[src/rtl/mult_fu.sv]
// rtl/mult_fu.sv - pipelined RV32M multiply functional unit (MUL/MULH/MULHSU/MULHU); optional squash via MULT_FU_SQUASH_EN
module mult_fu #(
  parameter int XLEN       = 32,
  parameter int NUM_STAGES = 4,
  parameter int TAG_W      = 5
) (
  input  logic             clock,
  input  logic             reset,
  input  logic             issue_valid,
  output logic             issue_ready,
  input  logic [XLEN-1:0]  rs1_value,
  input  logic [XLEN-1:0]  rs2_value,
  input  logic [1:0]       mul_func,
  input  logic [TAG_W-1:0] rob_tag_in,
  input  logic             ack,
`ifdef MULT_FU_SQUASH_EN
  input  logic             squash,
`endif
  output logic             done,
  output logic [XLEN-1:0]  v,
  output logic [TAG_W-1:0] rob_tag_out
);

  localparam int CHUNK = XLEN / NUM_STAGES;
  localparam int W     = 2 * XLEN;

  localparam logic [1:0] FUNC_MUL    = 2'b00;
  localparam logic [1:0] FUNC_MULH   = 2'b01;
  localparam logic [1:0] FUNC_MULHSU = 2'b10;

  // Stage registers: index k holds the operation entering stage k (k >= 1).
  // Index 0 is never loaded; stage 0 is fed straight from the issue port.
  logic             st_valid [NUM_STAGES];
  logic [1:0]       st_func  [NUM_STAGES];
  logic [TAG_W-1:0] st_tag   [NUM_STAGES];
  logic [W-1:0]     st_rs1   [NUM_STAGES];
  logic [XLEN-1:0]  st_rs2   [NUM_STAGES];
  logic             st_neg   [NUM_STAGES];
  logic [W-1:0]     st_psum  [NUM_STAGES];

  logic             src_valid [NUM_STAGES];
  logic [1:0]       src_func  [NUM_STAGES];
  logic [TAG_W-1:0] src_tag   [NUM_STAGES];
  logic [W-1:0]     src_rs1   [NUM_STAGES];
  logic [XLEN-1:0]  src_rs2   [NUM_STAGES];
  logic             src_neg   [NUM_STAGES];
  logic [W-1:0]     src_psum  [NUM_STAGES];
  logic [W-1:0]     nxt_psum  [NUM_STAGES];

  logic             rs1_signed;
  logic             rs2_signed;
  logic [W-1:0]     in_rs1;
  logic             in_neg;
  logic [W-1:0]     fin_psum;
  logic [XLEN-1:0]  fin_result;
  logic             advance;
  logic             flush;

  // Low CHUNK bits of the (pre-shifted) multiplier, zero-extended to full width.
  function automatic logic [W-1:0] zext_chunk(input logic [XLEN-1:0] x);
    zext_chunk = '0;
    zext_chunk[CHUNK-1:0] = x[CHUNK-1:0];
  endfunction

  assign rs1_signed = (mul_func == FUNC_MULH) || (mul_func == FUNC_MULHSU);
  assign rs2_signed = (mul_func == FUNC_MULH);
  assign in_rs1     = {{XLEN{rs1_signed & rs1_value[XLEN-1]}}, rs1_value};
  // rs2's sign extension is never fed through the chunks; it is folded in once at the end.
  assign in_neg     = rs2_signed & rs2_value[XLEN-1];

  // The whole pipe moves only when the output slot is free or being drained.
  assign advance     = !done || ack;
  assign issue_ready = advance;

`ifdef MULT_FU_SQUASH_EN
  assign flush = squash;
`else
  assign flush = 1'b0;
`endif

  // Select each stage's input: issue port for stage 0, stage register otherwise.
  always_comb begin
    src_valid[0] = issue_valid;
    src_func[0]  = mul_func;
    src_tag[0]   = rob_tag_in;
    src_rs1[0]   = in_rs1;
    src_rs2[0]   = rs2_value;
    src_neg[0]   = in_neg;
    src_psum[0]  = '0;
    for (int k = 1; k < NUM_STAGES; k++) begin
      src_valid[k] = st_valid[k];
      src_func[k]  = st_func[k];
      src_tag[k]   = st_tag[k];
      src_rs1[k]   = st_rs1[k];
      src_rs2[k]   = st_rs2[k];
      src_neg[k]   = st_neg[k];
      src_psum[k]  = st_psum[k];
    end
  end

  // Stage k accumulates ext_rs1 times its multiplier chunk at weight k*CHUNK.
  always_comb begin
    for (int k = 0; k < NUM_STAGES; k++) begin
      nxt_psum[k] = src_psum[k] + ((src_rs1[k] * zext_chunk(src_rs2[k])) << (k * CHUNK));
    end
  end

  // A negative signed rs2 has an all-ones upper half, worth -ext_rs1 << XLEN.
  assign fin_psum   = nxt_psum[NUM_STAGES-1]
                    - (src_neg[NUM_STAGES-1] ? (src_rs1[NUM_STAGES-1] << XLEN) : {W{1'b0}});
  assign fin_result = (src_func[NUM_STAGES-1] == FUNC_MUL) ? fin_psum[XLEN-1:0]
                                                           : fin_psum[W-1:XLEN];

  // Pipeline stage registers: shift as a whole on advance, clear valids on flush.
  always_ff @(posedge clock or negedge reset) begin
    if (!reset) begin
      for (int k = 0; k < NUM_STAGES; k++) begin
        st_valid[k] <= 1'b0;
        st_func[k]  <= '0;
        st_tag[k]   <= '0;
        st_rs1[k]   <= '0;
        st_rs2[k]   <= '0;
        st_neg[k]   <= 1'b0;
        st_psum[k]  <= '0;
      end
    end else if (flush) begin
      for (int k = 0; k < NUM_STAGES; k++) begin
        st_valid[k] <= 1'b0;
      end
    end else if (advance) begin
      for (int k = 1; k < NUM_STAGES; k++) begin
        st_valid[k] <= src_valid[k-1];
        st_func[k]  <= src_func[k-1];
        st_tag[k]   <= src_tag[k-1];
        st_rs1[k]   <= src_rs1[k-1];
        st_rs2[k]   <= src_rs2[k-1] >> CHUNK;
        st_neg[k]   <= src_neg[k-1];
        st_psum[k]  <= nxt_psum[k-1];
      end
    end
  end

  // Output slot: holds until ack, then reloads from the last stage or empties.
  always_ff @(posedge clock or negedge reset) begin
    if (!reset) begin
      done        <= 1'b0;
      v           <= '0;
      rob_tag_out <= '0;
    end else if (flush) begin
      done <= 1'b0;
    end else if (advance) begin
      done <= src_valid[NUM_STAGES-1];
      if (src_valid[NUM_STAGES-1]) begin
        v           <= fin_result;
        rob_tag_out <= src_tag[NUM_STAGES-1];
      end
    end
  end

endmodule

[config.mk]
export PLATFORM = sky130hd
export DESIGN_NAME = mult_fu
export DESIGN_NICKNAME = d
export VERILOG_FILES = /design/src/rtl/mult_fu.sv
export SDC_FILE = /design/constraint.sdc
export NUM_CORES = 2
export LEC_CHECK = 0
export CORE_ASPECT_RATIO = 1.25
export CORE_MARGIN = 10
export CORE_UTILIZATION = 60
export CTS_CLUSTER_SIZE = 8
export DETAILED_ROUTE_END_ITERATION = 16
export PLACE_DENSITY = 0.77
export SYNTH_ARGS = -nofsm -noshare
export SYNTH_HDL_FRONTEND = slang
export SYNTH_SLANG_ARGS = --single-unit
[constraint.sdc]
create_clock -name clock -period 9.6 [get_ports clock]
set_input_delay 1.92 -clock clock [delete_from_list [all_inputs] [get_ports clock]]
set_output_delay 1.92 -clock clock [all_outputs]
set_load 0.01 [all_outputs]
Yosys cells after proc, flatten, opt, wreduce, memory -nomap -nowiden
Cells that the tools add are included.

operators by class
  add/subtract/negate cells = 4
  multiply operators = 4
  divide/modulo/power cells = 0
  $lt $le $gt $ge = 0
  equality and inequality tests = 2
  shifts and indexed selects = 0
  muxes and demuxes = 2
  bitwise gates (word level) = 2
  reductions and logical operators = 5

operators by type and width
  kind                                                                   number
  64-bit adder                                                           3
  33-bit by 9-bit multiplier with 42-bit output                          2
  64-bit by 8-bit multiplier with 40-bit output                          1
  64-bit by 8-bit multiplier with 48-bit output                          1
  64-bit two-way mux                                                     1
  64-bit subtractor                                                      1
  32-bit two-way mux                                                     1
  1-bit AND                                                              2
  2-bit by 1-bit equality test with 1-bit output, second input constant  1
  2-bit equality test, second input constant                             1
  2-bit zero test                                                        1
  1-bit logical OR                                                       2
  2-bit AND reduction                                                    1
  1-bit zero test                                                        1

storage, ports and cells
  register bits after elaboration = 404
  bits in latches = 0
  memory bits (writable) = 0
  ROM bits = 0
  word-level logic and storage cells = 43
  memories kept = 0

Logic depth before layout (Yosys ltp)
  depth in word-level cells = 4
  gate-level depth with buffers = 37
  mapped depth without buffers = 35

Worst setup path before layout
OpenSTA, ideal clock, no wires.

  path type = flip-flop to flip-flop
  start point = register st_rs2, in the netlist src_rs2[6]
  end point = register v[26]
  data arrival time = 7.571 ns
  data required time = 9.517 ns
  slack = 1.947 ns
  stages on the path, launching flop included = 33
  path buffers = 2
  path through = dfrtp_1 > clkbuf_1 > clkbuf_1 > and2_1 > fa_1 > fa_1 > fa_1 > inv_1 > fa_1 > inv_1 > ha_1 > a21oi_1 > nor2_1 > a2111oi_0 > o31ai_1 > a311oi_1 > o21bai_1 > a21oi_1 > xnor2_1 > fa_1 > ha_1 > a21o_1 > a21o_1 > a21oi_1 > inv_1 > nor4_1 > o21ai_0 > a31oi_1 > o211ai_1 > a21boi_1 > xnor2_1 > a21oi_1 > o21ai_0

on the way
  longest elaborated chain between the ends = 4

RTL lines
  what                                           RTL line  RTL
  start, declared                                37        logic [XLEN-1:0] st_rs2 [NUM_STAGES];
  start signal, assigned by index                136       st_rs2[k] <= src_rs2[k-1] >> CHUNK;
  64-bit by 8-bit multiplier with 40-bit output  104       nxt_psum[k] = src_psum[k] + ((src_rs1[k] * zext_chunk(src_rs2[k])) << (k * CHUNK));
  64-bit adder                                   104
  64-bit subtractor                              110       - (src_neg[NUM_STAGES-1] ? (src_rs1[NUM_STAGES-1] << XLEN) : {W{1'b0}});
  32-bit two-way mux                             111       assign fin_result = (src_func[NUM_STAGES-1] == FUNC_MUL) ? fin_psum[XLEN-1:0]
  end signal, assigned                           154       v <= fin_result;
  end, declared                                  20        output logic [XLEN-1:0] v,

No other way between the ends.
A chain may end at the register's enable or synchronous reset.

Worst setup path in the final report
  start point = register st_rs2, in the netlist src_rs2[2]
  end point = register v[26]

The elaborated chain is that of the path after synthesis.

==> reports/results.ini <==
[worst_setup_path]
cpMaxStageDelayCell = dfrtp_1
critPathMaxStageDelay_ns = 0.84
crit_path_end_kind = flip-flop
path_common_cell = fa_1
cp_max_fo = 19
crit_required_ns = 10.16
cpLargestDelayFamily = compound AO/OA/AOI/OAI gates
start_kind = flip-flop
arrival_ns = 9.37
cp.depth = 32
crit_type = flip-flop to flip-flop
ff2ff_path_depth = 32
cp.buffers_inverters = 5
r2r_setup_slack_ns = 0.79

[job]
maxCapViolCount = 0

[yosys]
syn_inst = 6760
ys_types = 76
seq_area_frac_synth_pct = 16.6
ys_seq_elements = 382
synthFlopType = dfrtp_1
synth_edf_count = 0
synth.avg_cell_area_sq_um = 8.53
async_flop_share_pct = 100
synthesis.nets = 8117
syn_area_sq_um = 57600
yosys_warnings = 0

[sta]
slew_headroom_pct = 14.6
fin_skew_ns = 0.0559
timing.final.crit_share_pct = 91.8
setup_viol = 0
hold_viol = 0
worstMarginPinSlew_ns = 1.28
max_freq_mhz = 114
slew_violations = 0
rsz0062_at_grt = false
layout_min_cycle_time_ns = 8.81
fin_tns_setup_ns = 0

[clock_tree]
htree_levels = 2
cts.sinks = 382
cts_tree = yes
cts-root-buf = clkbuf_16
clk_latency_ns = 0.65
post-cts-setup-buffers = 0
clockBufferDepth = 3
cts_buffers = 54
cts_resized = 0
cts_hold_buffers = 0
clkTransAtPathRegs_ns = 0.06

[drt]
via_count = 45100
viasPerCell = 5.65
wl_per_cell_um = 19.3
drc = 0
drtPass1Iterations = 6
routed_wl_um = 154000
ant_nets = 0
drtIter0Drc = 3060

[floorplan]
core-area_sq_um = 95700
dieArea_sq_um = 109000
ios = 114
die_h_um = 367
num_rows = 127
chipWidth_um = 297
initial_utilization_pct = 60.3

[placed_design]
gp_congestion = 0.966
io_buffers = 113
dp_hpwl_um = 126000
placed_cells = 7912

[global_routing]
grt_max_degree = 115
overflow = 0
antenna_found_initial = 2
grtUsageTotal_pct = 28.4
grt_pass1_wl_um = 251000
grt_pass1_vias = 47700

[min_path]
hold_class = flip-flop to flip-flop
hold_depth = 2

[cells_and_area]
nNetsFinal = 8035
final_cells = 7977
drive_above_1_share_pct = 2.41
nFillCells = 8153
areaGrowthSynthToFinish_pct = 5.97

[run_status]
status = finished clean

==> placed cells by master, fill, tap and decap left out, types with 6 or more instances in the layout <==
cell	Yosys	layout
a31oi_1	21	21
o31ai_1	19	19
clkdlybuf4s50_1	0	112
inv_1	995	995
o22ai_1	6	6
or3_1	10	10
clkbuf_16	0	54
or2_2	8	8
a22oi_1	8	8
fa_1	853	853
a21o_1	176	176
and2_1	690	690
ha_1	429	429
o21ai_0	245	245
xnor2_1	182	182
a221oi_1	9	9
nor2b_1	33	32
dfrtp_1	382	382
nand3_1	50	50
nand2b_1	41	41
a21oi_1	356	356
a211oi_1	22	22
nor2_1	233	233
o21a_1	51	51
nand4_1	40	40
o21ai_1	7	7
o31a_1	6	6
nor3_1	30	30
a31o_2	10	10
buf_4	26	66
a41oi_1	6	6
o211ai_1	19	19
and3_1	22	22
o21bai_1	42	42
xor2_1	115	115
nand2_1	1243	1243
==> worst register-to-register path: cells and delay by family, from the launching register on <==
family                   cells  cell delay (ns)
buffers and inverters        5             0.49
XOR/XNOR                     2             0.46
AND/OR/NAND/NOR              3             0.42
AO/OA/AOI/OAI               15             3.30
flip-flops                   1             0.84
adder cells (fa/ha/maj)      7             3.27
==> Yosys cell counts, drive strengths merged (23+ instances only) <==
master,instances,area (sq um)
and2,690,4320
a21o,176,1320
xnor2,182,1590
nor2,233,875
xor2,115,1010
clkbuf,287,1080
nand2b,41,257
nand2,1243,4670
dfrtp,382,9560
o21ai,253,1270
a211oi,23,178
o21bai,42,315
ha,429,5370
nand4,40,250
buf,30,210
nand3,50,250
o21a,51,383
a21oi,357,1800
nor2b,33,206
nor3,30,150
inv,995,3730
fa,853,17100
==> final timing paths <==
check / startpoint / to
max: src_rs2[2] / v[26]
min: src_psum[66] / src_psum[66]
max reg2reg: src_rs2[2] / v[26]
min reg2reg: src_psum[66] / src_psum[66]
max in group asynchronous: reset / src_psum[127]
min in group asynchronous: reset / src_psum[129]
==> flip-flops by register name, indices dropped and copies added, names as in the netlist <==
signal and flops:
done 1, src_rs2 48, rob_tag_out 5, src_rs1 99
src_neg 3, src_func 6, src_valid 3, src_tag 15
v 32, src_psum 170
==> layout make-up <==
class	instances	area [sq um]	area share, %
clock buffer	57	1370	2.25
tap	1290	1610	2.64
clock inverter	5	86.3	0.141
multi-input combinational	5065	43100	70.5
timing repair buffer	179	1630	2.67
antenna	3	7.51	0.0123
sequential	382	9560	15.6
inverter	996	3750	6.13
==> per-layer routing <==
metal	vias up	global-route usage, %	wire [um]
li1	20900	-	-
met1	22600	33.9	60400
met2	1220	50.7	77700
met3	292	3.40	7800
met4	2	13.3	7900
met5	-	0	11
==> cell families after synthesis <==
family / share of synthesized area, %
buffers and inverters: 8.72
xor gates and xnor gates: 4.51
DFF: 16.6
and+or+nand+nor: 19.7
muxes: 0.0369
AOI/OAI and AO/OA: 11.5
adders and majority gates: 38.9
==> through the flow <==
| stage | instance area [sq um] | util [%] | setup slack [ns] | hold WS (ns) |
|---|---|---|---|---|
| detailed placement | 59600 | 62.3 | 0.871 | 0.456 |
| global route | 61100 | 63.8 | 0.399 | 0.488 |
| CTS | 61100 | 63.8 | 0.891 | 0.465 |
| global placement | 59600 | 62.3 | 0.782 | 0.449 |
| floorplan | 57600 | - | 1.95 | 0.439 |
| finish | 61100 | 63.9 | 0.791 | 0.467 |
Power is not shown: default switching activity piles up to over one toggle a cycle in this logic, so the estimate is an artifact.
